$ cat src/rtl/fpga_reset_seq.sv
// ----------------------------------------------------------------------------
// fpga_reset_seq
//
// Reset and clock bring-up sequencer sitting in front of the DCM. It holds the
// DCM in reset for a fixed interval, waits for LOCKED, lets lock settle, and
// only then releases the active-high core reset. A debounced front-panel
// button press or a loss of lock re-runs the whole sequence.
//
// Build option:
//   LOCK_TIMEOUT_EN  when defined, WAITLOCK gives up after LOCK_TIMEOUT cycles
//                    and retries via DCMRST. When undefined, WAITLOCK waits
//                    forever and LOCK_TIMEOUT has no effect.
//
// Ports:
//   clk          buffered board clock
//   reset_n      asynchronous active-low reset
//   button       raw, asynchronous, active-high reset button
//   dcm_locked   raw DCM LOCKED, asynchronous
//   dcm_reset    DCM RST, active-high (registered)
//   sys_reset    core reset, active-high (registered)
//   ready        high only while in RUN (registered)
//   retry_count  saturating count of restarts since reset_n (registered)
//   state_dbg    current FSM state: 0=DCMRST 1=WAITLOCK 2=SETTLE 3=RUN
// ----------------------------------------------------------------------------
module fpga_reset_seq #(
  parameter int unsigned DCM_RST_CYCLES  = 16,
  parameter int unsigned SETTLE_CYCLES   = 1024,
  parameter int unsigned LOCK_TIMEOUT    = 65536,
  parameter int unsigned DEBOUNCE_CYCLES = 500000
) (
  input  logic       clk,
  input  logic       reset_n,
  input  logic       button,
  input  logic       dcm_locked,
  output logic       dcm_reset,
  output logic       sys_reset,
  output logic       ready,
  output logic [3:0] retry_count,
  output logic [1:0] state_dbg
);

  typedef enum logic [1:0] {
    S_DCMRST   = 2'd0,
    S_WAITLOCK = 2'd1,
    S_SETTLE   = 2'd2,
    S_RUN      = 2'd3
  } state_t;

  localparam logic [19:0] DCM_RST_LAST  = 20'(DCM_RST_CYCLES - 1);
  localparam logic [19:0] SETTLE_LAST   = 20'(SETTLE_CYCLES - 1);
  localparam logic [19:0] TIMEOUT_LAST  = 20'(LOCK_TIMEOUT - 1);
  localparam logic [19:0] DEBOUNCE_LAST = 20'(DEBOUNCE_CYCLES - 1);

`ifdef LOCK_TIMEOUT_EN
  localparam bit TIMEOUT_EN = 1'b1;
`else
  localparam bit TIMEOUT_EN = 1'b0;
`endif

  // --------------------------------------------------------------------------
  // Two-flop synchronisers for the asynchronous inputs.
  // --------------------------------------------------------------------------
  logic lock_s1, locked_s;
  logic btn_s1,  button_s;

  always_ff @(posedge clk or negedge reset_n) begin
    if (!reset_n) begin
      lock_s1  <= 1'b0;
      locked_s <= 1'b0;
      btn_s1   <= 1'b0;
      button_s <= 1'b0;
    end else begin
      lock_s1  <= dcm_locked;
      locked_s <= lock_s1;
      btn_s1   <= button;
      button_s <= btn_s1;
    end
  end

  // --------------------------------------------------------------------------
  // Button debouncer. The counter runs only while the synchronised button
  // disagrees with the accepted level; any cycle of agreement (a bounce back)
  // clears it. A new level is accepted after DEBOUNCE_CYCLES consecutive
  // disagreeing cycles. A press is a rising edge of the accepted level.
  // --------------------------------------------------------------------------
  logic [19:0] db_cnt;
  logic        db_level;
  logic        db_level_q;
  logic        press;

  always_ff @(posedge clk or negedge reset_n) begin
    if (!reset_n) begin
      db_cnt     <= '0;
      db_level   <= 1'b0;
      db_level_q <= 1'b0;
    end else begin
      db_level_q <= db_level;
      if (button_s == db_level) begin
        db_cnt <= '0;
      end else if (db_cnt == DEBOUNCE_LAST) begin
        db_level <= button_s;
        db_cnt   <= '0;
      end else if (db_cnt != '1) begin
        db_cnt <= db_cnt + 20'd1;
      end
    end
  end

  assign press = db_level & ~db_level_q;

  // --------------------------------------------------------------------------
  // Sequencer FSM with one shared state counter.
  // --------------------------------------------------------------------------
  state_t      state, state_nx;
  logic [19:0] count;
  logic        armed;
  logic        cnt_clr;
  logic        retry_inc;

  assign state_dbg = state;

  always_comb begin
    state_nx  = state;
    cnt_clr   = 1'b0;
    retry_inc = 1'b0;
    if (!armed) begin
      // First edge after reset release counts as the DCMRST entry edge, so
      // the initial DCM reset pulse is as long as every retry pulse.
      state_nx = state;
    end else if (press) begin
      // A press beats every other transition and restarts the DCM pulse
      // even if already in DCMRST.
      state_nx = S_DCMRST;
      cnt_clr  = 1'b1;
    end else begin
      case (state)
        S_DCMRST: begin
          if (count == DCM_RST_LAST) state_nx = S_WAITLOCK;
        end
        S_WAITLOCK: begin
          if (locked_s) begin
            state_nx = S_SETTLE;
          end else if (TIMEOUT_EN && (count == TIMEOUT_LAST)) begin
            state_nx  = S_DCMRST;
            retry_inc = 1'b1;
          end
        end
        S_SETTLE: begin
          if (!locked_s) begin
            state_nx  = S_DCMRST;
            retry_inc = 1'b1;
          end else if (count == SETTLE_LAST) begin
            state_nx = S_RUN;
          end
        end
        S_RUN: begin
          if (!locked_s) begin
            state_nx  = S_DCMRST;
            retry_inc = 1'b1;
          end
        end
        default: state_nx = S_DCMRST;
      endcase
    end
  end

  // Outputs are registered from the next state so they change on the same
  // edge as the state transition.
  always_ff @(posedge clk or negedge reset_n) begin
    if (!reset_n) begin
      state       <= S_DCMRST;
      count       <= '0;
      armed       <= 1'b0;
      retry_count <= 4'd0;
      dcm_reset   <= 1'b1;
      sys_reset   <= 1'b1;
      ready       <= 1'b0;
    end else begin
      armed <= 1'b1;
      state <= state_nx;
      if (!armed || cnt_clr || (state_nx != state)) begin
        count <= '0;
      end else if (count != '1) begin
        count <= count + 20'd1;
      end
      if (retry_inc && (retry_count != 4'hF)) begin
        retry_count <= retry_count + 4'd1;
      end
      dcm_reset <= (state_nx == S_DCMRST);
      sys_reset <= (state_nx != S_RUN);
      ready     <= (state_nx == S_RUN);
    end
  end

endmodule

$ cat config.mk
export PLATFORM = sky130hd
export DESIGN_NAME = fpga_reset_seq
export DESIGN_NICKNAME = d
export VERILOG_FILES = /design/src/rtl/fpga_reset_seq.sv
export SDC_FILE = /design/constraint.sdc
export NUM_CORES = 1
export LEC_CHECK = 0
export CAP_MARGIN = 20
export CORE_ASPECT_RATIO = 1.5
export CORE_MARGIN = 5
export CORE_UTILIZATION = 54
export DETAILED_ROUTE_END_ITERATION = 12
export PLACE_DENSITY_LB_ADDON = 0.05
export SLEW_MARGIN = 20
export SYNTH_ARGS = -nofsm -noshare
export SYNTH_HDL_FRONTEND = slang
export SYNTH_SLANG_ARGS = --single-unit
$ cat constraint.sdc
create_clock -name clk -period 2 [get_ports clk]
set_input_delay 0.3 -clock clk [delete_from_list [all_inputs] [get_ports clk]]
set_output_delay 0.3 -clock clk [all_outputs]
set_load 0.03 [all_outputs]
# Word level (Yosys, flattened, before mapping)

Cells that the tools add are included.

Bits in registers: 56
Input port bits: 4
Output and inout bits: 9
Word-level logic and storage cells: 62

$add $sub $neg: 3
Equality and inequality tests: 13
Multiplexer cells: 19
Bitwise gates (word level): 3
Reductions and logical operators: 10

Operator list:

| cell                                                   | count |
|---|---|
| 2-to-1 mux 20 bit                                      | 5 |
| adder 20 x 1 -> 20 bit (second input constant)         | 2 |
| inequality test 20 bit (second input constant)         | 2 |
| equality test 20 x 10 -> 1 bit (second input constant) | 1 |
| equality test 20 x 19 -> 1 bit (second input constant) | 1 |
| equality test 20 x 4 -> 1 bit (second input constant)  | 1 |
| 2-to-1 mux 2 bit                                       | 7 |
| case mux 2 bit (4 select lines)                        | 1 |
| equality test 2 bit (second input constant)            | 3 |
| 2-to-1 mux 1 bit                                       | 6 |
| adder 4 x 1 -> 4 bit (second input constant)           | 1 |
| zero test 2 bit                                        | 2 |
| inequality test 4 bit (second input constant)          | 1 |
| nonzero test 3 bit                                     | 1 |
| equality test 2 x 1 -> 1 bit (second input constant)   | 1 |
| logical OR 1 bit                                       | 2 |
| inequality test 2 bit                                  | 1 |
| inequality test 2 bit (second input constant)          | 1 |
| inverter 1 bit                                         | 2 |
| AND reduction 2 bit                                    | 1 |
| nonzero test 2 bit                                     | 1 |
| OR reduction 2 bit                                     | 1 |
| bitwise AND 1 bit                                      | 1 |
| equality test 1 bit                                    | 1 |
| 2 further kinds                                        | 2 |

# Logic depth before layout (Yosys ltp)

Gate-level depths: netlist of the first run.

Word-level depth: 9
Depth in mapped cells: 8
Mapped depth without buffers: 6

# Worst setup path after synthesis of the first run

No wires, ideal clock.

Kind: register -> register
Start: register db_cnt[14]
End: register db_level
Library setup time: 125 ps
Arrival time: 1754 ps
Required time: 1875 ps
Slack: 121 ps
Stages on the path, launching flop included: 4
Buffers on the path: 0
Period minus slack after synthesis: 1879 ps
Path through: dfrtp_1 -> or4b_1 -> or4_4 -> mux2_4

Cells in the longest elaborated chain, start to end: 2

Ends and longest elaborated chain:

| what                                 | line | text |
|---|---|---|
| start: declaration                   | 86   | `logic [19:0] db_cnt;` |
| start signal: assignment             | 104  | `db_cnt <= db_cnt + 20'd1;` |
| equality test 20 x 19 -> 1 bit       | 100  | `end else if (db_cnt == DEBOUNCE_LAST) begin` |
| AND reduction 2 bit (no source line) | n/a  |  |
| end signal: assignment               | 101  | `db_level <= button_s;` |
| end: declaration                     | 87   | `logic db_level;` |

No other way between the ends.
A chain may end at the register's enable or synchronous reset.

# Worst setup path after layout of the first run

Start: register db_cnt[14]
End: register db_cnt[19]

Cells in the longest elaborated chain, start to end: 4
Elaborated cells between the ends (all ways): 7
Classes of those cells: 1 x add/sub; 2 x eq/ne; 3 x mux; 1 x reduce/logical

Ends and longest elaborated chain:

| what                   | line | text |
|---|---|---|
| adder 20 x 1 -> 20 bit | 104  |  |
| 2-to-1 mux 20 bit      | 103  | `end else if (db_cnt != '1) begin` |
| 2-to-1 mux 20 bit      | 100  |  |
| 2-to-1 mux 20 bit      | 98   | `if (button_s == db_level) begin` |

Several ways; a longest one is shown, not always the timed one. The select of a mux whose other input is x is not followed.

==> results of run 1 <==
==> stage by stage <==
step	TNS [ps]	setup slack, ps	util [%]	cells
4_1_cts	0	41.7	64.0	394
5_1_grt	-27.5	-12.0	64.1	394
6_report	0	58.9	64.1	394
3_5_place_dp	0	59.1	62.0	385
3_3_place_gp	0	79.7	62.0	385
2_1_floorplan	0	121	-	295
==> how the worst min path moves through the flow <==
stage / from / to / slack, ps
after detailed placement: reset_n / count[17] / 330
after global routing: btn_s1 / button_s / 380
final: lock_s1 / locked_s / 360
after CTS: lock_s1 / locked_s / 360
after global placement: reset_n / count[18] / 320
after floorplan: reset_n / armed / 4
==> logic make-up after synthesis <==
logic type	after synthesis	synth area share [%]
flops	56	48.8
compound gates	40	8.53
fa+ha+maj	3	1.31
other cells	1	0.130
simple gates	146	28.3
buf+inv	18	3.13
xor+xnor	28	8.53
mux	3	1.22
==> cells in the final DEF (no fill, tap or decap), types with 2 or more instances in the layout <==
cell type | netlist | final
dfrtp_1 | 54 | 54
clkdlybuf4s50_1 | 0 | 11
and2_1 | 3 | 3
xnor2_1 | 20 | 20
nor4_1 | 3 | 3
dfstp_2 | 2 | 2
a31oi_1 | 2 | 2
inv_1 | 4 | 4
a211oi_1 | 5 | 5
nand2_1 | 22 | 22
and4_1 | 9 | 9
xor2_1 | 8 | 8
nor2_1 | 40 | 40
nand4_1 | 18 | 18
ha_1 | 3 | 3
nor2b_1 | 3 | 3
a21boi_0 | 4 | 4
buf_4 | 2 | 21
or4b_1 | 2 | 2
nand3_1 | 16 | 16
nor3_1 | 10 | 9
mux2i_1 | 2 | 2
a21oi_1 | 20 | 20
o21ai_0 | 5 | 5
and3_1 | 8 | 7
buf_12 | 0 | 2
clkbuf_8 | 0 | 5
==> state kept, by name, indices dropped and copies added (netlist names) <==
register / count
db_level: 1
db_level_q: 1
ready: 1
db_cnt: 20
sys_reset: 1
btn_s1: 1
locked_s: 1
button_s: 1
dcm_reset: 1
armed: 1
state_dbg: 2
lock_s1: 1
retry_count: 4
count: 20
==> critical path, delay by kind of cell (launching register included) <==
kind          cells  cell delay [ps]
buf+inv           1              170
simple gates      4             1270
flops             1              390
==> timing repair <==
item | 4_1_cts | 5_1_grt
hold buffers | 1 | 0
setup endpoints to repair | 0 | 33
hold endpoints to repair | 23 | 0
resized for setup | 0 | 3
==> layer usage <==
metal	track usage, %	vias up	share of wire (%)
li1	-	1109	-
met1	20.1	1072	42
met2	32.3	30	53
met3	2.93	12	2.1
met4	7.97	0	2.8
met5	0	-	0
==> power breakdown <==
| part | switching [mW] | internal, mW | total [mW] |
|---|---|---|---|
| clock | 0.365 | 0.250 | 0.615 |
| combinational | 0.0538 | 0.0347 | 0.0885 |
| sequential | 0.0135 | 1.15 | 1.16 |
==> final cells by class <==
class | count | area share [%]
inverters | 4 | 0.453
repair buffers | 37 | 10.1
clock inverters | 2 | 0.491
multi-input cells | 221 | 41.8
clock buffers | 6 | 2.19
flip-flops and latches | 56 | 42.4
well taps | 68 | 2.57
==> flow_metrics.py, run 1 <==
metrics = {
    "logic_synthesis": {
        "yosys-top-cells-area": "dfrtp_1 47%, xnor2_1 6.1%, nor2_1 5.2%",
        "yosys_warnings": 0,
        "synth_seq_area_share_pct": 48.8,
        "synth_top_cell_area_share_pct": 47.0,
        "synthDistinctLibCells": 46,
        "ys_async_sr_fraction_pct": 100,
        "yosysMostFrequentCell": "dfrtp_1",
        "netlist_instances": 295,
        "syn_avg_cell_area_um2": 9.74,
        "ys_top_cells_by_count": "54 x dfrtp_1, 40 x nor2_1, 22 x nand2_1",
        "synth-edff-count": 0,
        "synth_nets": 302,
        "ys_seq_elements": 56,
        "netlist_area_um2": 2870,
        "synth_top_cell_by_area": "dfrtp_1",
        "synth-main-ff-cell": "dfrtp_1",
    },
    "timing": {
        "final_hold_viol_count": 0,
        "fin_crit_ps": 1940,
        "rsz0062_at_grt": "true",
        "fin_crit_sh_pct": 97.1,
        "slew_headroom_pct": 61.3,
        "tightest_slew_ps": 580,
        "whs_ps": 359,
        "slew_viol_final": 0,
        "fmax_mhz": 515,
        "fin_skew_ps": 7.95,
        "finalSetupViolations": 0,
    },
    "global_routing": {
        "grt_util_all_layers_pct": 17.7,
        "grt_pass1_wl_um": 10100,
        "grt-ovfl-total": 0,
        "grt_max_degree": 34,
        "antenna_found_initial": 0,
        "grt_pass1_vias": 2242,
    },
    "setup_path": {
        "worstSetupEndpointType": "flop",
        "r2r-start": "db_cnt[14]",
        "path_cells": "or4b_1 > or4_4 > nand2_1 > buf_4 > nor3_1",
        "cp_slowest_stage_delay_ps": 560,
        "crit_fanout": 8,
        "regToRegEndpoint": "db_cnt[19]",
        "reg2reg_depth": 5,
        "reg2reg_slack_ps": 60,
        "criticalPathCategory": "reg -> reg",
        "timing.critical_path.to": "db_cnt[19]",
        "worstPathRequired_ps": 2190,
        "start_kind": "flop",
        "crit_slowest_cell": "or4_4",
        "critPathLaunch": "db_cnt[14]",
        "crit_arrival_ps": 2130,
    },
    "floorplan": {
        "ioPinCount": 13,
        "die_area_um2": 6910,
        "chipWidth_um": 69.6,
        "die_y_um": 99.4,
        "std_cell_rows": 32,
        "coreArea_um2": 5160,
        "initial_core_util_pct": 55.6,
    },
    "route": {
        "drc_errors": 0,
        "vias": 2223,
        "wl_per_cell_um": 14.2,
        "drtIter0Drc": 117,
        "firstDrtPassIters": 4,
        "wl_um": 5580,
        "ant_nets": 0,
        "vias_per_cell": 5.64,
    },
    "cells_and_area": {
        "syn2layout_area_growth_pct": 15.3,
        "diodes": 0,
        "multi_input_area_um2": 1390,
        "fin_area_um2": 3310,
        "fillers": 439,
        "drive_gt1_share_pct": 13.8,
        "regArea_um2": 1400,
        "fin_nets": 332,
    },
    "cts": {
        "cts.clk_slew.worst_paths_ps": 100,
        "cts_tree": "built",
        "cts.path.max_buffers": 2,
        "clock-sinks": 56,
        "root_buffer": "clkbuf_8",
        "clkLatencyLatePin_ps": 310,
        "htreeDepth": 2,
        "cts_made_buffers": 5,
        "post-cts-setup-buffers": 0,
    },
    "outcome": {
        "status": "completed",
    },
    "placement": {
        "hpwl_um": 4030,
        "port_buffers": 12,
        "dpl_cell_area_um2": 3200,
        "place_congestion": 0.809,
    },
    "job": {
        "maxCapViolCount": 0,
    },
    "min_path": {
        "hold_depth": 0,
        "hp-class": "reg -> reg",
    },
    "power": {
        "power.leakage_nw": 1.45,
        "ir_drop_uv": 451,
        "powerDensity_nw_per_um2": 563,
        "power_mw": 1.86,
    },
}
Power figures use the tool's default switching activity.
==> run 2: changes to the inputs <==
--- a/config.mk
+++ b/config.mk
@@ -6,9 +6,9 @@
 export NUM_CORES = 1
 export LEC_CHECK = 0
 export CAP_MARGIN = 20
-export CORE_ASPECT_RATIO = 1.5
+export CORE_ASPECT_RATIO = 0.6
 export CORE_MARGIN = 5
-export CORE_UTILIZATION = 54
+export CORE_UTILIZATION = 43
 export DETAILED_ROUTE_END_ITERATION = 12
 export PLACE_DENSITY_LB_ADDON = 0.05
 export SLEW_MARGIN = 20
==> run 2 against run 1 <==
  * Design area up 4.0%
  * Combinational power up 11%
  * Critical path type unchanged
  * Total power increased by 9.3%
  * Wire length grew 18%
  * Setup slack improved by 0.61 ps
  * Sequential share of layout area is 1.6 points lower
  * Clock power rose by 26%
  * Global-route usage is 0.31 points lower
  * Critical path depth is the same
  * Hold slack got worse by 0.78 ps
  * Sequential power about the same
  * Fmax hardly changed
==> flow_metrics.py, run 2 (synthesis gave the netlist of run 1 again) <==
metrics = {
    "cts": {
        "cts_made_buffers": 5,
        "htreeDepth": 2,
        "clkLatencyLatePin_ps": 320,
        "clock-sinks": 56,
        "cts.clk_slew.worst_paths_ps": 110,
        "cts_tree": "built",
        "cts.path.max_buffers": 2,
        "root_buffer": "clkbuf_8",
    },
    "floorplan": {
        "chipWidth_um": 116,
        "ioPinCount": 13,
        "die_y_um": 73.3,
        "std_cell_rows": 23,
        "coreArea_um2": 6590,
        "die_area_um2": 8470,
        "initial_core_util_pct": 43.6,
    },
    "route": {
        "ant_nets": 0,
        "drc_errors": 0,
        "wl_um": 6560,
        "drtIter0Drc": 277,
        "vias_per_cell": 5.49,
        "wl_per_cell_um": 15.5,
        "firstDrtPassIters": 4,
        "vias": 2318,
    },
    "cells_and_area": {
        "drive_gt1_share_pct": 16.7,
        "layout_common_cells": "54 x dfrtp_1, 40 x nor2_1, 30 x buf_4, 21 x nand2_1",
        "multi_input_area_um2": 1400,
        "diodes": 0,
        "fin_nets": 341,
        "regArea_um2": 1400,
        "reg_top3": "count x20, db_cnt x20, retry_count x4",
        "fin_area_um2": 3450,
        "syn2layout_area_growth_pct": 19.9,
        "layout_commonest_cell": "dfrtp_1",
        "fillers": 609,
    },
    "setup_path": {
        "critPathLaunch": "db_cnt[12]",
        "reg2reg_depth": 5,
        "crit_arrival_ps": 2130,
        "crit_slowest_cell": "or4b_1",
        "cp_top_family": "simple AND/OR/NAND/NOR gates",
        "worstPathRequired_ps": 2190,
        "reg2reg_slack_ps": 60,
        "crit_fanout": 6,
        "path_cells": "or4b_1 > or4_4 > nand2_4 > buf_4 > a311oi_1",
        "worstSetupEndpointType": "flop",
        "r2r-start": "db_cnt[12]",
        "criticalPathCategory": "reg -> reg",
        "worst-path-stages": 5,
        "regToRegEndpoint": "db_cnt[18]",
        "cp_slowest_stage_delay_ps": 560,
        "path_buf_inv": 1,
        "timing.critical_path.to": "db_cnt[18]",
        "start_kind": "flop",
    },
    "global_routing": {
        "grt_pass1_wl_um": 11300,
        "grt_max_degree": 29,
        "grt_util_all_layers_pct": 17.4,
        "antenna_found_initial": 0,
        "grt_pass1_vias": 2154,
        "grt-ovfl-total": 0,
    },
    "job": {
        "maxCapViolCount": 0,
    },
    "timing": {
        "fin_skew_ps": 5.68,
        "slew_viol_final": 0,
        "tns_ps": 0,
        "rsz0062_at_grt": "false",
        "fin_crit_sh_pct": 97.0,
        "fin_crit_ps": 1940,
        "worst_slack_ps": 59.5,
        "fmax_mhz": 515,
        "whs_ps": 358,
        "finalSetupViolations": 0,
        "final_hold_viol_count": 0,
    },
    "placement": {
        "dpl_cell_area_um2": 3290,
        "place_ws_ps": 33.4,
        "port_buffers": 12,
        "place_congestion": 0.793,
        "hpwl_um": 4730,
    },
    "min_path": {
        "hp-class": "reg -> reg",
    },
    "power": {
        "powerDensity_nw_per_um2": 591,
        "ir_drop_uv": 342,
        "power.leakage_nw": 1.51,
        "power_mw": 2.04,
    },
    "outcome": {
        "status": "completed",
    },
}
run 2: changes by cell type in the layout (fill, tap and decap cells not counted), sizes merged:
| cell | before | now |
|---|---|---|
| buf | 25 | 34 |
| clkinv | 1 | 0 |
| bufinv | 0 | 1 |
| inv | 4 | 5 |
| clkbuf | 6 | 5 |
run 2: layer usage:
metal	global-route usage [%]	vias to the layer above	routed length (um)
li1	-	1130	-
met2	20.9	51	2350
met1	29.5	1129	3740
met3	4.44	8	416
met4	4.30	0	60
met5	0	-	0
run 2: area by class of cell:
| class | count | share of cell area (%) |
|---|---|---|
| Clock inverter | 3 | 1.34 |
| Timing Repair Buffer | 46 | 11.7 |
| Tap cell | 87 | 3.16 |
| Inverter | 4 | 0.436 |
| Sequential cell | 56 | 40.7 |
| Multi-Input combinational cell | 221 | 40.7 |
| Clock buffer | 5 | 2.00 |
run 2: power breakdown:
group          internal [mW]  switching, mW  total (mW)
clock network          0.378          0.399       0.777
registers               1.15         0.0149        1.16
logic                 0.0395         0.0587      0.0982
total                   1.56          0.473        2.04
run 2: how the worst min path moves through the flow:
stage	startpoint	end	slack [ps]	cells after the start
2_1_floorplan	reset_n	armed	4	0
3_3_place_gp	reset_n	db_cnt[0]	280	1
3_5_place_dp	reset_n	db_cnt[0]	270	1
4_1_cts	btn_s1	button_s	360	0
5_1_grt	lock_s1	locked_s	370	0
6_report	btn_s1	button_s	360	0
run 2: repair_timing:
item / in CTS / in global routing
cloned: 0 / 0
endpoints found under the hold margin: 15 / 0
buffers inserted: 0 / 1
endpoints found under the setup margin: 1 / 40
hold buffers: 1 / 0
pin swaps: 0 / 2
resized for setup: 0 / 6
run 2: stage by stage:
| stage | util, % | std cells |
|---|---|---|
| 6_report | 52.3 | 422 |
| 5_1_grt | 52.3 | 422 |
| 3_3_place_gp | 49.9 | 412 |
| 4_1_cts | 51.8 | 421 |
| 3_5_place_dp | 49.9 | 412 |
| 2_1_floorplan | - | 295 |
==> run 3: changes to the inputs <==
--- a/config.mk
+++ b/config.mk
@@ -7,7 +7,7 @@
 export LEC_CHECK = 0
 export CAP_MARGIN = 20
 export CORE_ASPECT_RATIO = 0.6
-export CORE_MARGIN = 5
+export CORE_MARGIN = 1
 export CORE_UTILIZATION = 43
 export DETAILED_ROUTE_END_ITERATION = 12
 export PLACE_DENSITY_LB_ADDON = 0.05
==> run 3 against run 2 <==
  * Wire length is 5.2% lower
  * Core utilization rose by 2.1 points
  * Sequential power is essentially flat
  * Count of clock-buffer cells in the layout rose by 1
  * Clock power down 3.5%
  * Non-clock buffer count shrank 7
  * Combinational power decreased by 0.5%
  * Critical endpoint is now db_level
  * Largest power group unchanged
==> flow_metrics.py, run 3 (synthesis gave the netlist of run 1 again) <==
metrics = {
    "power": {
        "power.leakage_nw": 1.49,
        "ir_drop_uv": 413,
        "powerDensity_nw_per_um2": 589,
        "power_mw": 2.01,
    },
    "placement": {
        "dpl_cell_area_um2": 3230,
        "port_buffers": 12,
        "place_congestion": 0.826,
        "place_ws_ps": 26.1,
        "placed_cells": 400,
        "hpwl_um": 4240,
    },
    "setup_path": {
        "start_kind": "flop",
        "crit_fanout": 3,
        "worstPathRequired_ps": 2210,
        "criticalPathCategory": "reg -> reg",
        "worstSetupEndpointType": "flop",
        "reg2reg_depth": 3,
        "crit_arrival_ps": 2160,
    },
    "min_path": {
        "hp-class": "reg -> reg",
        "hold_depth": 0,
    },
    "cells_and_area": {
        "layout_common_cells": "54 x dfrtp_1, 40 x nor2_1, 22 x buf_4, 21 x nand2_1",
        "drive_gt1_share_pct": 15.5,
        "fin_cells": 412,
        "reg_top3": "count x20, db_cnt x20, retry_count x4",
        "layout_commonest_cell": "dfrtp_1",
        "diodes": 0,
        "final_util_pct": 54.3,
        "fin_area_um2": 3410,
        "regArea_um2": 1400,
        "fillers": 545,
        "syn2layout_area_growth_pct": 18.7,
        "fin_nets": 334,
        "multi_input_area_um2": 1400,
    },
    "global_routing": {
        "use_met2_pct": 23.9,
        "grt_max_degree": 38,
        "grt-ovfl-total": 0,
        "grt_pass1_vias": 2043,
        "met3_usage_pct": 4.96,
        "grt_pass1_wl_um": 10400,
        "grt_util_all_layers_pct": 19.6,
        "antenna_found_initial": 0,
        "busiest_layer": "met1",
        "grtUsageMet1_pct": 32.5,
    },
    "route": {
        "wl_um": 6220,
        "drc_errors": 0,
        "firstDrtPassIters": 4,
        "vias_per_cell": 5.34,
        "wl_per_cell_um": 15.1,
        "vias": 2199,
        "drtIter0Drc": 129,
        "ant_nets": 0,
    },
    "floorplan": {
        "die_y_um": 65.3,
        "die_area_um2": 7030,
        "coreArea_um2": 6280,
        "ioPinCount": 13,
        "chipWidth_um": 108,
        "initial_core_util_pct": 45.8,
        "std_cell_rows": 22,
    },
    "timing": {
        "fmax_mhz": 514,
        "slew_viol_final": 0,
        "whs_ps": 356,
        "fin_crit_ps": 1950,
        "finalSetupViolations": 0,
        "tns_ps": 0,
        "fin_crit_sh_pct": 97.3,
        "worst_slack_ps": 53.4,
        "final_hold_viol_count": 0,
        "fin_skew_ps": 6.65,
    },
    "job": {
        "maxCapViolCount": 0,
    },
    "cts": {
        "clock-sinks": 56,
        "cts.path.max_buffers": 2,
        "htreeDepth": 2,
        "cts_made_buffers": 5,
        "cts.clk_slew.worst_paths_ps": 100,
        "clkLatencyLatePin_ps": 320,
        "root_buffer": "clkbuf_8",
        "cts_tree": "built",
    },
    "outcome": {
        "status": "completed",
    },
}
-- run 3: final timing paths --
path                                    to  slack [ps]        from
worst max-delay path              db_level          50  db_cnt[12]
worst min-delay path              locked_s         360     lock_s1
worst max register to register    db_level          50  db_cnt[12]
worst min register to register    locked_s         360     lock_s1
max in group asynchronous        sys_reset         910     reset_n
min in group asynchronous       db_cnt[19]         460     reset_n
-- run 3: layout make-up --
type	count	area share, %
clock inverters	2	1.03
inverters	4	0.440
well taps	84	3.08
multi-input cells	221	41.2
flip-flops and latches	56	41.2
repair buffers	39	11.0
clock buffers	6	2.13
-- run 3: where the power goes --
part / switching (mW) / internal (mW) / total, mW
combinational: 0.0573 / 0.0404 / 0.0977
sequential: 0.0137 / 1.15 / 1.16
clock: 0.378 / 0.373 / 0.750
total: 0.449 / 1.56 / 2.01
-- run 3: layer usage --
| layer | share of wire [%] | up-vias | wire length, um |
|---|---|---|---|
| met2 | 36 | 46 | 2240 |
| met4 | 0.56 | 0 | 35 |
| met1 | 58 | 1036 | 3630 |
| met5 | 0 | - | 0 |
| li1 | - | 1113 | - |
| met3 | 5.1 | 4 | 315 |
-- run 3: timing repair --
item	4_1_cts	5_1_grt
setup endpoints to repair	0	40
hold buffers	1	0
hold endpoints to repair	19	0
setup buffers	0	2
resized for setup	0	7
-- run 3: critical path: stages, from the launching register on --
cell,delay [ps]
dfrtp_1,410
or4b_4,540
or4_4,580
mux2_4,310
